## config.mk

```make
export PLATFORM = sky130hd
export DESIGN_NAME = mem_arbiter
export DESIGN_NICKNAME = d
export VERILOG_FILES = /design/src/rtl/mem_arbiter.sv
export SDC_FILE = /design/constraint.sdc
export NUM_CORES = 1
export LEC_CHECK = 0
export CAP_MARGIN = 20
export CORE_AREA = 3 3 112 114
export CTS_CLUSTER_SIZE = 8
export DETAILED_ROUTE_END_ITERATION = 7
export DIE_AREA = 0 0 115 117
export GPL_ROUTABILITY_DRIVEN = 0
export GPL_TIMING_DRIVEN = 1
export HOLD_SLACK_MARGIN = 0.12
export PLACE_DENSITY = 0.7
export SETUP_SLACK_MARGIN = 0.15
export SYNTH_ARGS = -nofsm -noshare
export SYNTH_HDL_FRONTEND = slang
export SYNTH_SLANG_ARGS = --single-unit
export TNS_END_PERCENT = 5
```

## constraint.sdc

```tcl
create_clock -name clk -period 2.1 [get_ports clk]
set_input_delay 0.21 -clock clk [delete_from_list [all_inputs] [get_ports clk]]
set_output_delay 0.21 -clock clk [all_outputs]
set_load 0.01 [all_outputs]
```

## src/rtl/mem_arbiter.sv

```systemverilog
// mem_arbiter: round-robin arbiter sharing one synchronous RAM port between fetch and data requesters
module mem_arbiter #(
  parameter int CNT_W = 16
) (
  input  logic             clk,
  input  logic             resetn,
  input  logic             if_req,
  input  logic [31:0]      if_addr,
  input  logic             if_flush,
  output logic             if_ack,
  output logic             if_rvalid,
  output logic [31:0]      if_rdata,
  input  logic             mem_req,
  input  logic [3:0]       mem_wen,
  input  logic [31:0]      mem_addr,
  input  logic [31:0]      mem_wdata,
  output logic             mem_ack,
  output logic             mem_rvalid,
  output logic [31:0]      mem_rdata,
  output logic             ram_en,
  output logic [3:0]       ram_wen,
  output logic [31:0]      ram_addr,
  output logic [31:0]      ram_wdata,
  input  logic [31:0]      ram_rdata,
  output logic [CNT_W-1:0] conflict_cnt
);
  typedef enum logic [1:0] {IDLE, RET_IF, RET_MEM} state_t;
  state_t           state_q, state_d;
  logic             last_mem_q, last_mem_d;
  logic [CNT_W-1:0] cnt_q, cnt_d;
  logic             if_elig, gnt_if, gnt_mem;
  // Return-tracking state, round-robin pointer and saturating contention counter
  always_ff @(posedge clk or negedge resetn) begin
    if (!resetn) begin
      state_q    <= IDLE;
      last_mem_q <= 1'b0;
      cnt_q      <= '0;
    end else begin
      state_q    <= state_d;
      last_mem_q <= last_mem_d;
      cnt_q      <= cnt_d;
    end
  end
  // Arbitration, RAM port drive, data returns and next-state; grants are suppressed during reset
  always_comb begin
    if_elig    = if_req & ~if_flush;
    gnt_mem    = resetn & mem_req & (~if_elig | ~last_mem_q);
    gnt_if     = resetn & if_elig & ~gnt_mem;
    if_ack     = gnt_if;
    mem_ack    = gnt_mem;
    ram_en     = gnt_if | gnt_mem;
    ram_wen    = gnt_mem ? mem_wen : 4'h0;
    ram_addr   = gnt_mem ? mem_addr : gnt_if ? if_addr : 32'h0;
    ram_wdata  = gnt_mem ? mem_wdata : 32'h0;
    if_rvalid  = resetn & (state_q == RET_IF) & ~if_flush;
    mem_rvalid = resetn & (state_q == RET_MEM);
    if_rdata   = if_rvalid ? ram_rdata : 32'h0;
    mem_rdata  = mem_rvalid ? ram_rdata : 32'h0;
    state_d    = gnt_if ? RET_IF : (gnt_mem && mem_wen == 4'h0) ? RET_MEM : IDLE;
    last_mem_d = (gnt_if | gnt_mem) ? gnt_mem : last_mem_q;
    cnt_d      = (if_elig && mem_req && cnt_q != '1) ? cnt_q + 1'b1 : cnt_q;
  end
  assign conflict_cnt = cnt_q;
endmodule

```

=== After elaboration in Yosys (flattened, before gate mapping) ===
Index checks and enable logic that the tools add are counted.

* Register bits: 19
* Latch bits: 0
* Bits in writable memories: 0
* Memory bits (read-only): 0
* Bits of input ports: 137
* Output and inout port bits: 153
* Logic and storage cells: 33
* Memories: 0

* $add $sub $neg: 1
* Multiply operators: 0
* Div/mod/pow operators: 0
* Order comparisons: 0
* Equality and inequality tests: 3
* Shift-type cells: 0
* Mux-type cells: 8
* Bitwise gates (word level): 14
* Reductions and logical operators: 4

{| class="wikitable"
|+ Operators with widths
! operator !! number
|-
| $mux W32 || 5
|-
| $add A16 B1 Y16 const B || 1
|-
| $ne A16 B16 Y1 const B || 1
|-
| $and A1 B1 Y1 || 8
|-
| $logic_not A4 Y1 || 1
|-
| $mux W2 || 2
|-
| $mux W4 || 1
|-
| $not A1 Y1 || 4
|-
| $logic_and A1 B1 Y1 || 3
|-
| $eq A2 B1 Y1 const B || 1
|-
| $eq A2 B2 Y1 const B || 1
|-
| $or A1 B1 Y1 || 2
|}

=== Depth between registers and ports, before layout ===
* Depth after elaboration: 9
* Gate-level depth with buffers: 5
* Depth with buffers taken out: 5

=== Worst setup path before layout ===
Ideal clock, no wire load.

* Path type: register to register
* From: register cnt_q[0], in the netlist conflict_cnt[0]
* To: register cnt_q[10], in the netlist conflict_cnt[10]
* Library setup time: 127 ps
* Arrival time: 1,634 ps
* Data required time: 1,973 ps
* Slack: 339 ps
* Cell stages (with the launch flop): 6
* Buffers on the path: 0
* Clock period less this slack: 1,761 ps
* Path through: dfrtp_1 -> ha_1 -> nand4_2 -> nor3_2 -> and3_1 -> mux2_1

* Longest elaborated chain between the ends: 2
* Elaborated cells between the ends (all ways): 3
* Those cells by class: add/sub: 1; eq/ne: 1; reduce/logical: 1

{| class="wikitable"
|+ RTL lines
! element !! line !! source
|-
| start: declaration || 30 || <nowiki>logic [CNT_W-1:0] cnt_q, cnt_d;</nowiki>
|-
| start signal: assignment || 41 || <nowiki>cnt_q <= cnt_d;</nowiki>
|-
| branches (longest 2 deep; another with $add A16 B1 Y16) || n/a ||
|}

Several ways; the timed one is not identified.
A chain may end at the register's enable or synchronous reset.

=== Final worst setup path ===
* From: input port if_flush
* To: output port ram_addr[11]

* Longest elaborated chain between the ends: 9
* Elaborated cells between the ends (all ways): 10
* Those cells by class: mux: 2; bitwise: 8

{| class="wikitable"
|+ RTL lines
! element !! line !! source
|-
| start: declaration || 9 || <nowiki>input logic if_flush,</nowiki>
|-
| $not A1 Y1 (*) || 46 || <nowiki>if_elig = if_req & ~if_flush;</nowiki>
|-
| $and A1 B1 Y1 (*) || 46 ||
|-
| $not A1 Y1 || 47 || <nowiki>gnt_mem = resetn & mem_req & (~if_elig | ~last_mem_q);</nowiki>
|-
| $or A1 B1 Y1 || 47 ||
|-
| $and A1 B1 Y1 || 47 ||
|-
| $not A1 Y1 || 48 || <nowiki>gnt_if = resetn & if_elig & ~gnt_mem;</nowiki>
|-
| $and A1 B1 Y1 || 48 ||
|-
| $mux W32 || 53 || <nowiki>ram_addr = gnt_mem ? mem_addr : gnt_if ? if_addr : 32'h0;</nowiki>
|-
| $mux W32 (*) || 53 ||
|-
| end: declaration || 22 || <nowiki>output logic [31:0] ram_addr,</nowiki>
|}

Every way passes the cells marked *; elsewhere a longest branch is shown, timed or not.

==> impl_metrics.ini <==
[detailed_routing]
drt-initial-drc-count = 100
wire_per_inst_um = 16.6
via_per_inst = 4.34
drcViolationCount = 0
routed_wl_um = 11500
vias = 3000
ant_nets = 0
drt_first_pass_iters = 4

[status]
status = completed

[floorplanning]
die-height_um = 117
ios = 290
core-area_mm2 = 0.0115
initial_core_util_pct = 16.9
die_w_um = 115
num_rows = 39
die_area_mm2 = 0.0135

[grt]
antenna_found_initial = 0
globalRoute.totalOverflow = 0
grt_usage_pct = 15.7
grt_pass1_wl_um = 16600
grt_pass1_vias = 3135
grt_max_degree = 25

[pwr]
p_leak_nw = 2.76
p_per_area_mw_per_mm2 = 318
ir_drop_mv = 0.216
total_power_w = 0.00170

[sta]
worst_pin_slew_ps = 449
rsz0062_at_grt = true
slew_viol_final = 0
relSlewSlack_pct = 69.9
fin_crit_ps = 1930
setup-violations-final = 0
period_share_pct = 91.8
clock.fmax_mhz = 519
hold_violations = 0
clock_skew_ps = 5.69

[final_layout]
num-nets-final = 687
layout-drive-gt1-share_pct = 11.9
diodes = 0
areaGrowthSynthToFinish_pct = 175
final_core_util_pct = 46.5
mostFrequentLayoutCell = clkdlybuf4s50_1
n_fill_cell = 1124
layout_common_cells = 161 x clkdlybuf4s50_1, 116 x dlygate4sd2_1, 101 x and2_1
fin_area_mm2 = 0.00535
fin_cells = 691

[synthesis]
synth-seq-area-share_pct = 24.4
synth_warnings = 0
syn-num-nets = 373
yosys.area.top_type = and2_1
syn_avg_cell_area_um2 = 8.28
synth_cell_types = 37
syn_area_mm2 = 0.00195
netlist.area_leader.share_pct = 32.5
synthCells = 235
synth-seq-cells = 19
netlist_top_cells_area = and2_1 32%, dfrtp_1 24%, a22o_1 14%

[clock_tree]
cts_max_path_buffers = 2
clk_latency_ps = 250
htree_levels = 1
clockRootBuffer = clkbuf_16
cts_tree = done
numCtsBuffers = 3
clk_pin_slew_ps = 60
clock_sinks = 19

[placement]
hpwl_um = 9520
io_buffers = 289
dpl_cell_area_mm2 = 0.00518
dp_cells = 670

[setup_path]
worstPathRequired_ps = 1890
critPathArrivalTime_ps = 1720
path_max_fanout = 21
worstSetupPathType = in2out
critPathCaptureType = output port
cp-start-kind = input pin

[flow_run]
max_cap_violations = 0

[hold_path]
hold_class = in2async
[per-layer routing]
layer | up-vias | global-route usage [%] | wire length (µm)
li1 | 1443 | - | -
met1 | 1387 | 16.8 | 3970
met2 | 158 | 30.4 | 6300
met3 | 12 | 4.83 | 1040
met4 | 0 | 2.74 | 171
met5 | - | 0 | 0
[synthesized netlist by cell type]
cell and instances:
ha_1 1, xnor2_1 1, a21oi_2 1, nand3_1 2, or2_2 1, buf_2 3, and3_1 1, and2_1 101
nand4_2 1, clkbuf_1 13, nor3_2 1, nor3b_1 2, nor4_4 1, nor4b_1 2, o21ai_0 3, nor2_1 4
a22o_1 32, nand3b_4 1, mux2_2 2, nand4_1 3, o21a_1 2, a21oi_1 1, nand2_1 9, mux2_1 1
and4bb_2 1, inv_1 2, nor4_1 2, nor2b_1 1, dfrtp_1 19, o41a_1 1, xor2_1 9, nand3_2 2
and4_1 1, a41oi_1 1, nor3_1 5, o211ai_1 1, or4_4 1
[sequential cells by signal, summed over array words and instances, names as in the netlist]
| signal | cells |
|---|---|
| conflict_cnt | 16 |
| last_mem_q | 1 |
| state_q | 2 |
[cells by family (layout without fill, tap and decap cells)]
family                     after synthesis  in the layout  synth area share (%)
DFF                                     19             19                  24.4
buffers and inverters                   18            331                  3.66
muxes                                    3              3                  1.74
and+or+nand+nor                        142            142                  47.0
xor gates and xnor gates                10             10                  4.50
AOI/OAI and AO/OA                       42             42                  18.1
adders and majority gates                1              1                 0.643
[layout make-up]
class	count	area (µm²)	share of cell area (%)
sequential	19	475	8.88
timing repair buffer	325	3170	59.3
inverter	2	7.51	0.140
clock inverter	1	5.00	0.0935
multi-input combinational	198	1440	26.9
clock buffer	3	75.1	1.40
tap	143	179	3.34
[stage by stage]
stage	hold WS [ps]	setup WS [ps]	TNS, ps
final	120	171	0
after floorplan	-85.6	339	0
after CTS	133	75.5	0
after detailed placement	517	-329	-22670
after global placement	497	-277	-18790
after global routing	177	66.6	0
[what timing repair did]
item	CTS	global route
pin swaps	4	4
setup endpoints to repair	136	70
setup buffers	13	0
endpoints found under the hold margin	1	0
resized for setup	165	6
hold buffers	1	0
gates cloned	3	0
[power by group]
part	switching, W	internal (W)	leakage, nW
logic	0.000290	0.000531	2.48
registers	0.0000766	0.000421	0.244
clock network	0.000131	0.000255	0.0409
total	0.000497	0.00121	2.76
[final timing paths]
kind / slack, ps / start / to / cells after the start
setup / recovery: 170 / if_flush / ram_addr[11] / 9
hold / removal: 120 / resetn / conflict_cnt[15] / 2
setup reg to reg: 270 / conflict_cnt[0] / conflict_cnt[1] / 5
hold reg to reg: 520 / conflict_cnt[0] / conflict_cnt[0] / 1
max in group asynchronous: 1370 / resetn / last_mem_q / 3
min in group clk: 460 / mem_req / last_mem_q / 3
[critical path: stages]
cell and delay [ps]:
dlygate4sd2_1 260, nor2b_4 120, buf_6 110, a21oi_4 60
buf_4 140, buf_6 120, buf_12 140, a22o_1 230
dlygate4sd2_1 300
Note: power is estimated with default switching activity, not from simulation.
